--- src/rtl/jt900h_pkg.sv ---
// Shared definitions for the jt900h instruction prefetch path.
// Contents:
//   - pf_state_e  : prefetch FSM encodings (StIdle / StRead / StDiscard)
//   - QW_DEF      : default prefetch queue depth in bytes
//   - PCW_DEF     : default address width
//   - FETCH_W     : width of the control stage's byte-consumed count
//   - clamp_fetch : limits a consume request to the bytes actually held
package jt900h_pkg;

    localparam int unsigned QW_DEF  = 8;
    localparam int unsigned PCW_DEF = 24;
    localparam int unsigned FETCH_W = 2;

    typedef enum logic [1:0] {
        StIdle    = 2'd0,
        StRead    = 2'd1,
        StDiscard = 2'd2
    } pf_state_e;

    // A request for more bytes than are queued only retires what is there.
    function automatic logic [FETCH_W-1:0] clamp_fetch(input logic [FETCH_W-1:0] fetched,
                                                       input int unsigned count);
        if (32'(fetched) > count) return FETCH_W'(count);
        return fetched;
    endfunction

endpackage

--- src/rtl/jt900h_pfq_buf.sv ---
// Circular byte queue for the prefetch unit.
// Ports:
//   clk, rst     : clock, asynchronous active-high reset
//   cen          : clock enable for all state
//   flush        : empty the queue (pointers back to 0)
//   we, skip_lo  : write din as two bytes, or only din[15:8] when skip_lo
//   din          : 16-bit bus word, [7:0] is the even byte
//   rd_n         : bytes retired this cycle (already clamped to count)
//   window       : bytes rd..rd+3, window[7:0] is the oldest
//   count        : number of valid bytes held
module jt900h_pfq_buf
    import jt900h_pkg::*;
#(
    parameter int unsigned QW = QW_DEF
) (
    input  logic                 clk,
    input  logic                 rst,
    input  logic                 cen,
    input  logic                 flush,
    input  logic                 we,
    input  logic                 skip_lo,
    input  logic [15:0]          din,
    input  logic [FETCH_W-1:0]   rd_n,
    output logic [31:0]          window,
    output logic [$clog2(QW):0]  count
);

    localparam int unsigned AW = $clog2(QW);
    localparam int unsigned CW = AW + 1;

    logic [7:0]    mem_q [QW];
    logic [AW-1:0] rd_q, rd_d, wr_q, wr_d;
    logic [CW-1:0] count_q, count_d;
    logic [1:0]    n_wr;

    always_comb begin
        n_wr    = we ? (skip_lo ? 2'd1 : 2'd2) : 2'd0;
        rd_d    = rd_q;
        wr_d    = wr_q;
        count_d = count_q;
        if (flush) begin
            rd_d    = '0;
            wr_d    = '0;
            count_d = '0;
        end else begin
            rd_d    = rd_q + AW'(rd_n);
            wr_d    = wr_q + AW'(n_wr);
            count_d = count_q - CW'(rd_n) + CW'(n_wr);
        end
    end

    always_ff @(posedge clk or posedge rst) begin
        if (rst) begin
            rd_q    <= '0;
            wr_q    <= '0;
            count_q <= '0;
        end else if (cen) begin
            rd_q    <= rd_d;
            wr_q    <= wr_d;
            count_q <= count_d;
        end
    end

    always_ff @(posedge clk or posedge rst) begin
        if (rst) begin
            for (int i = 0; i < QW; i++) mem_q[i] <= '0;
        end else if (cen && we && !flush) begin
            if (skip_lo) begin
                mem_q[wr_q] <= din[15:8];
            end else begin
                mem_q[wr_q]           <= din[7:0];
                mem_q[wr_q + AW'(1)]  <= din[15:8];
            end
        end
    end

    always_comb begin
        window = '0;
        for (int i = 0; i < 4; i++) window[8*i +: 8] = mem_q[rd_q + AW'(i)];
    end

    assign count = count_q;

endmodule

--- src/rtl/jt900h_prefetch.sv ---
// Instruction prefetch queue feeding the jt900h control stage.
// Reads program memory 16 bits at a time into a QW-byte circular queue and
// presents a 4-byte little-endian window at the current PC.
// Ports:
//   clk, rst      : clock, asynchronous active-high reset
//   cen           : clock enable qualifying every state update
//   pc_we, pc_in  : jump: load PC, flush queue, restart reads at pc_in
//   pc            : address of op[7:0]
//   fetched       : bytes retired by the control stage this cycle (0..3)
//   op, op_ok     : byte window and "at least 4 bytes valid"
//   bus_addr      : word-aligned read address
//   bus_rd        : read request, held until bus_ok
//   bus_din       : read data, [7:0] is the even byte
//   bus_ok        : read data valid
//   underrun_err  : sticky over-consume flag, only with JT900H_PREFETCH_ERR_EN
//                   defined; tied low otherwise
module jt900h_prefetch
    import jt900h_pkg::*;
#(
    parameter int unsigned QW  = QW_DEF,
    parameter int unsigned PCW = PCW_DEF
) (
    input  logic               clk,
    input  logic               rst,
    input  logic               cen,
    input  logic               pc_we,
    input  logic [PCW-1:0]     pc_in,
    output logic [PCW-1:0]     pc,
    input  logic [FETCH_W-1:0] fetched,
    output logic [31:0]        op,
    output logic               op_ok,
    output logic [PCW-1:0]     bus_addr,
    output logic               bus_rd,
    input  logic [15:0]        bus_din,
    input  logic               bus_ok,
    output logic               underrun_err
);

    localparam int unsigned CW = $clog2(QW) + 1;
    localparam logic [CW-1:0] FILL_MAX = CW'(QW - 2);

    pf_state_e          state_q, state_d;
    logic [PCW-1:0]     pc_q, pc_d;
    logic [PCW-1:0]     faddr_q, faddr_d;
    logic [PCW-1:0]     addr_q, addr_d;
    logic               skip_q, skip_d;
    logic [CW-1:0]      count;
    logic [FETCH_W-1:0] cons, buf_rd_n;
    logic               buf_we, buf_flush;
    logic [CW-1:0]      post_idle, post_wr;
    logic [PCW-1:0]     faddr_inc;

    assign cons      = clamp_fetch(fetched, 32'(count));
    assign buf_rd_n  = (cen && !pc_we) ? cons : '0;
    // Occupancy after this cycle, without and with the word landing now
    assign post_idle = count - CW'(cons);
    assign post_wr   = post_idle + (skip_q ? CW'(1) : CW'(2));
    assign faddr_inc = faddr_q + PCW'(2);

    always_comb begin
        state_d   = state_q;
        pc_d      = pc_q;
        faddr_d   = faddr_q;
        addr_d    = addr_q;
        skip_d    = skip_q;
        buf_we    = 1'b0;
        buf_flush = 1'b0;
        if (cen) begin
            if (pc_we) begin
                buf_flush = 1'b1;
                pc_d      = pc_in;
                faddr_d   = {pc_in[PCW-1:1], 1'b0};
                skip_d    = pc_in[0];
            end else begin
                pc_d = pc_q + PCW'(cons);
            end
            unique case (state_q)
                StIdle: begin
                    if (!pc_we && post_idle <= FILL_MAX) begin
                        state_d = StRead;
                        addr_d  = faddr_q;
                    end
                end
                StRead: begin
                    if (pc_we) begin
                        // In-flight word belongs to the old stream
                        state_d = bus_ok ? StIdle : StDiscard;
                    end else if (bus_ok) begin
                        buf_we  = 1'b1;
                        skip_d  = 1'b0;
                        faddr_d = faddr_inc;
                        if (post_wr <= FILL_MAX) addr_d = faddr_inc;
                        else state_d = StIdle;
                    end
                end
                StDiscard: begin
                    if (bus_ok) state_d = StIdle;
                end
                default: state_d = StIdle;
            endcase
        end
    end

    always_ff @(posedge clk or posedge rst) begin
        if (rst) begin
            state_q <= StIdle;
            pc_q    <= '0;
            faddr_q <= '0;
            addr_q  <= '0;
            skip_q  <= 1'b0;
        end else begin
            state_q <= state_d;
            pc_q    <= pc_d;
            faddr_q <= faddr_d;
            addr_q  <= addr_d;
            skip_q  <= skip_d;
        end
    end

    jt900h_pfq_buf #(
        .QW (QW)
    ) u_buf (
        .clk     (clk),
        .rst     (rst),
        .cen     (cen),
        .flush   (buf_flush),
        .we      (buf_we),
        .skip_lo (skip_q),
        .din     (bus_din),
        .rd_n    (buf_rd_n),
        .window  (op),
        .count   (count)
    );

    assign pc       = pc_q;
    assign bus_addr = addr_q;
    assign bus_rd   = (state_q != StIdle);
    assign op_ok    = (count >= CW'(4));

`ifdef JT900H_PREFETCH_ERR_EN
    logic err_q;

    always_ff @(posedge clk or posedge rst) begin
        if (rst) begin
            err_q <= 1'b0;
        end else if (cen && !pc_we && (CW'(fetched) > count)) begin
            err_q <= 1'b1;
        end
    end

    assign underrun_err = err_q;
`else
    assign underrun_err = 1'b0;
`endif

endmodule

--- config.mk ---
export PLATFORM = sky130hd
export DESIGN_NAME = jt900h_prefetch
export DESIGN_NICKNAME = d
export VERILOG_FILES = /design/src/rtl/jt900h_pkg.sv /design/src/rtl/jt900h_pfq_buf.sv /design/src/rtl/jt900h_prefetch.sv
export SDC_FILE = /design/constraint.sdc
export NUM_CORES = 1
export LEC_CHECK = 0
export CAP_MARGIN = 20
export CORE_MARGIN = 2
export CORE_UTILIZATION = 61
export CTS_BUF_LIST = sky130_fd_sc_hd__clkbuf_4
export DETAILED_ROUTE_END_ITERATION = 7
export GPL_ROUTABILITY_DRIVEN = 0
export PLACE_DENSITY = 0.87
export SKIP_CTS_REPAIR_TIMING = 1
export SLEW_MARGIN = 40
export SYNTH_ARGS = -nofsm -noshare
export SYNTH_HDL_FRONTEND = slang
export SYNTH_SLANG_ARGS = --single-unit
--- constraint.sdc ---
create_clock -name clk -period 10.8 [get_ports clk]
set_input_delay 3.24 -clock clk [delete_from_list [all_inputs] [get_ports clk]]
set_output_delay 3.24 -clock clk [all_outputs]
set_load 0.01 [all_outputs]
After elaboration in Yosys (flattened, before gate mapping)
Cells that the tools add are included.
{ "totals": {"ff_bits": 149, "inputBits": 47, "out_inout_bits": 83, "elab_cells": 125} }
{ "classes": {"addsub": 12, "order_cmp": 12, "eq_ne": 9, "muxes": 57, "bitwise_logic": 6, "n_reduce_logical": 13} }
{ "op_table": {"columns": ["cell", "n"], "rows": [
  ["$mux W24", 9],
  ["$bwmux W64", 3],
  ["$bmux W8 S3", 4],
  ["$mux W8", 10],
  ["$mux W64", 1],
  ["$demux W8 S3", 2],
  ["$pmux W24 S2", 1],
  ["$add A24 B2 Y24", 1],
  ["$add A24 B2 Y24 const B", 1],
  ["$ge A4 B4 Y1 const B", 6],
  ["$mux W2", 12],
  ["$not A3 Y4", 6],
  ["$mux W1", 11],
  ["$ne A2 B2 Y1 const B", 5],
  ["$add A4 B2 Y4", 2],
  ["$le A4 B3 Y1 const B", 2],
  ["$lt A4 B1 Y1 const B", 2],
  ["$sub A4 B2 Y4", 2],
  ["$add A3 B1 Y3 const B", 2],
  ["$add A3 B2 Y3", 2],
  ["$add A3 B2 Y3 const B", 2],
  ["$logic_and A1 B1 Y1", 6],
  ["$mux W3", 2],
  ["$ne A3 B3 Y1 const B", 2],
  ["11 further kinds", 13]
]} }

Longest topological paths before layout
{ "logic_depth": {"word_depth": 10, "depth_mapped": 17, "mapped_depth_nobuf": 16} }

Modules after synthesis
Synthesis repeated with hierarchy kept, for this count alone.
{ "hier_totals": {"hier_cells": 1047, "hier_area_um2": 10361.2} }
{ "by_module_without_submodules": {"columns": ["module", "instances", "cells_per_inst", "area_per_inst_um2", "seq_area_each_um2"], "rows": [
  ["jt900h_pfq_buf", 1, 469, 5298.8, 1851.8],
  ["jt900h_prefetch", 1, 578, 5062.4, 1876.8]
]} }

Worst setup path before layout
OpenSTA, ideal clock, no wires.
{ "synth_path": {"path_type": "input port to flip-flop", "start": "input port fetched[1]", "end": "register addr_q[0] (netlist: bus_addr[0])", "setup_ps": 125, "t_arrival_ps": 6742, "t_required_ps": 10675, "slack_ps": 3933, "path_stages": 16, "n_path_buf": 1, "path_cell_list": "ha_1 nor2b_1 o211ai_1 nor2_1 a21oi_1 inv_1 fa_1 inv_1 fa_1 nand3_1 mux2i_1 or4_4 a21oi_2 o221ai_2 buf_6 mux2_4"} }
{ "synth_via": {"elab_chain_len": 8, "word_cells_on_any_way": 11, "cone_classes": "add/sub: 2; order compare: 3; eq/ne: 2; mux: 2; reduce/logical: 2"} }
{ "synth_lines": {"columns": ["item", "line_no", "text"], "rows": [
  ["start, declared", "jt900h_prefetch.sv:29", "input logic [FETCH_W-1:0] fetched,"],
  ["$gt A2 B4 Y1", "jt900h_pkg.sv:23", "if (32'(fetched) > count) return FETCH_W'(count);"],
  ["$mux W1", "jt900h_pkg.sv:23", null],
  ["$mux W2 (*)", "jt900h_pkg.sv:24", "return fetched;"],
  ["$sub A4 B2 Y4 (*)", "jt900h_prefetch.sv:56", "assign post_idle = count - CW'(cons);"],
  ["$add A4 B2 Y4 or $le A4 B3 Y1 (tied branches)", "jt900h_prefetch.sv:57, jt900h_prefetch.sv:79", null],
  ["$le A4 B3 Y1 or $logic_and A1 B1 Y1 (tied branches)", "jt900h_prefetch.sv:92, jt900h_prefetch.sv:79", null],
  ["$ne A2 B2 Y1 (no source line)", null, null],
  ["$reduce_and A6 Y1 (no source line) (*)", null, null],
  ["end signal, assigned", "jt900h_prefetch.sv:115", "addr_q <= addr_d;"],
  ["end, declared", "jt900h_prefetch.sv:45", "logic [PCW-1:0] addr_q, addr_d;"]
]} }
Every way passes the cells marked *; elsewhere a longest branch is shown, timed or not.
A chain may end at the register's enable or synchronous reset.

Final worst setup path
{ "layout_path": {"start": "input port fetched[1]", "end": "register addr_q[5] (netlist: bus_addr[5])"} }
The elaborated chain is that of the path after synthesis.

==> qor.csv <==
metric,value,unit
status,finished with violations,
violations,design-rule violations,
yosys.area_share.simple,0.123,
cts-root-buf,clkbuf_4,
core.rowCount,46,
seq_area_frac_synth,0.371,
dieArea,17500,µm²
synth_top_family_by_area,multiplexers,
postSynthCellCount,1027,
routed_via_density,6.86,
end_kind,flop,
ctsHtreeMaxLevel,4,
fin_worst_skew,0.0234,ns
period_needed,7.12,ns
synth_fp_nets,1101,
dpl_cell_area,11500,µm²
dr.pass1.iters,8,
fin_area,11800,µm²
wl,30000,µm
die_w,132,µm
initial_core_util,0.628,
min_path_type,reg2reg,
ys_async_sr_fraction,1.00,
routedWlPerCell,22.3,µm
clkTransAtPathRegs,0.10,ns
hold-worst-slack,0.518,ns
worstPathArrival,7.59,ns
powerDensity,184,nW/µm²
synthAdderAreaFrac,0.0388,
leakagePower,0.00475,µW
ys.flop_type,dfrtp_1,
peakVddDrop,0.000148,V
worstPathMaxFanout,24,
yosysWarnings,0,
cap_violations,0,
synth_mux_area_frac,0.199,
drt_iter0_drc,1400,
die_y,132,µm
finalHoldViolCount,0,
clkSinkCount,149,
crit_path_start_kind,primary input,
synth-edff-count,0,
overflow,0,
boundaryPins,130,
tns,0,ns
relSlewSlack,0.380,
fin_crit_sh,0.660,
drive_gt1_frac,0.184,
rsz0062_at_grt,false,
grt_pass1_wl,46800,µm
cts_tree,built,
worstSetupPathType,in2reg,
grt_pass1_vias,8679,
drc,14,
vias,9258,
synth_xor_xnor_area_share,0.0304,
maxSlewViolCount,0,
grt_max_degree,79,
yosysUniqueCellTypes,59,
synth_compound_area_frac,0.198,
area_growth,17.0,%
required,11.27,ns
portBuffers,128,
clockBufferDepth,2,
setup_violations,0,
grt.total_usage,0.339,
finalNetCount,1198,
numCtsBuffers,17,
worst_slew_pin_slew,0.926,ns
insertion_delay,0.59,ns
syn-cell-area,10100,µm²
grt_antenna_before_repair,1,
fmax,140,MHz
core,16000,µm²
ant_nets,0,
synth_seq_cells,149,
dp_hpwl,20200,µm
avgSynthCellArea,9.79,µm²
-- critical path, stage by stage --
cell	delay [ns]
clkdlybuf4s50_1	0.42
ha_1	0.31
nor2b_1	0.13
o211ai_1	0.26
nor2_1	0.07
a21oi_1	0.25
inv_1	0.16
fa_1	0.55
inv_1	0.08
fa_1	0.49
nand3b_1	0.10
mux2i_1	0.09
or4_4	0.49
a21oi_2	0.17
o221ai_4	0.13
buf_4	0.30
mux2_4	0.35
-- report_power, final --
part	internal (µW)	switching, µW
registers	681	128
clock network	140	195
logic	551	474
total	1370	796
-- cell families (layout without fill, tap and decap cells) --
| logic type | count (synthesis) | in the layout |
|---|---|---|
| compound gates | 306 | 306 |
| xor+xnor | 34 | 34 |
| fa+ha+maj | 27 | 27 |
| buf+inv | 98 | 204 |
| flops | 149 | 149 |
| mux | 139 | 139 |
| other cells | 1 | 2 |
| simple gates | 273 | 273 |
-- flip-flops by register name, indices dropped and copies added, names as in the netlist --
signal and cells:
u_buf.mem_q 64, state_q 2, u_buf.count 4, u_buf.rd_q 3, skip_q 1, u_buf.wr_q 3, pc 24, bus_addr 24
faddr_q 24
-- through the flow --
step                       util  setup WS, ns  cells  power, µW
after global placement    0.716          3.20   1320       1770
after floorplan               -          3.55   1027       1410
after global routing      0.735          3.50   1350       2280
after detailed placement  0.718          3.10   1320       1820
after CTS                 0.733          3.71   1348       2150
final                     0.735          3.68   1350       2170
-- synth_stat cells, types with 3 or more instances --
cell	count	area [µm²]
a21oi_1	46	230
mux4_2	32	721
o21ai_0	92	460
o22ai_1	10	62.6
nor2_1	62	233
fa_1	7	140
xor2_1	14	123
o221a_2	8	90.1
a21o_1	3	22.5
or3_1	5	31.3
nor2b_1	4	25.0
a22o_1	3	26.3
o21ai_1	4	20.0
nor4_1	7	43.8
nand2b_1	3	18.8
dfrtp_1	149	3730
a32oi_1	4	35.0
nor3_1	19	95.1
and3_1	8	50.1
mux2_2	84	946
mux2i_1	3	30.0
or2_2	4	25.0
nand3_1	32	160
ha_1	20	250
o211ai_1	26	195
a22oi_1	65	488
clkbuf_1	41	154
a311o_1	3	30.0
o21a_1	24	180
buf_1	14	52.6
buf_2	7	35.0
nand4_1	7	43.8
o41ai_1	3	26.3
xnor2_1	19	166
o31ai_1	3	22.5
nand2_1	110	413
inv_1	30	113
and2_1	3	18.8
mux2_4	20	300
and4_1	4	35.0
-- layout by cell type (no fill, tap or decap), drive strengths merged, types with 20 or more instances in the layout --
master and instances:
dfrtp 149, clkdlybuf4s50 127, nand2 110, mux2 104, o21ai 96, a22oi 65
nor2 62, a21oi 47, nand3 32, mux4 32, inv 31, o211ai 26
o21a 24, clkbuf 21, xnor2 20, ha 20, nor3 20
-- worst paths after layout --
check,start,to,slack (ns),depth (start not counted)
min in group asynchronous,rst,faddr_q[17],3.15,2
worst min-delay path,bus_addr[10],bus_addr[10],0.52,1
max in group asynchronous,rst,u_buf.rd_q[0],6.48,3
worst max-delay path,fetched[1],bus_addr[5],3.68,17
worst max register to register,u_buf.count[1],bus_addr[5],6.15,17
worst min register to register,bus_addr[10],bus_addr[10],0.52,1
-- layout make-up --
| type | count | area, µm² |
|---|---|---|
| clock inverter | 7 | 85.1 |
| antenna | 1 | 2.50 |
| tap | 216 | 270 |
| timing repair buffer | 144 | 1410 |
| clock buffer | 21 | 158 |
| multi-input combinational | 780 | 5980 |
| sequential | 149 | 3730 |
| inverter | 32 | 125 |
| fill | 1138 | 4240 |
-- routing by layer --
| layer | GRT usage | vias up | routed length (µm) |
|---|---|---|---|
| met4 | 0.145 | 0 | 1180 |
| li1 | - | 4023 | - |
| met2 | 0.500 | 720 | 13500 |
| met1 | 0.477 | 4367 | 11700 |
| met3 | 0.0865 | 148 | 3690 |
| met5 | 0 | - | 0 |
Note: power is estimated with default switching activity, not from simulation.
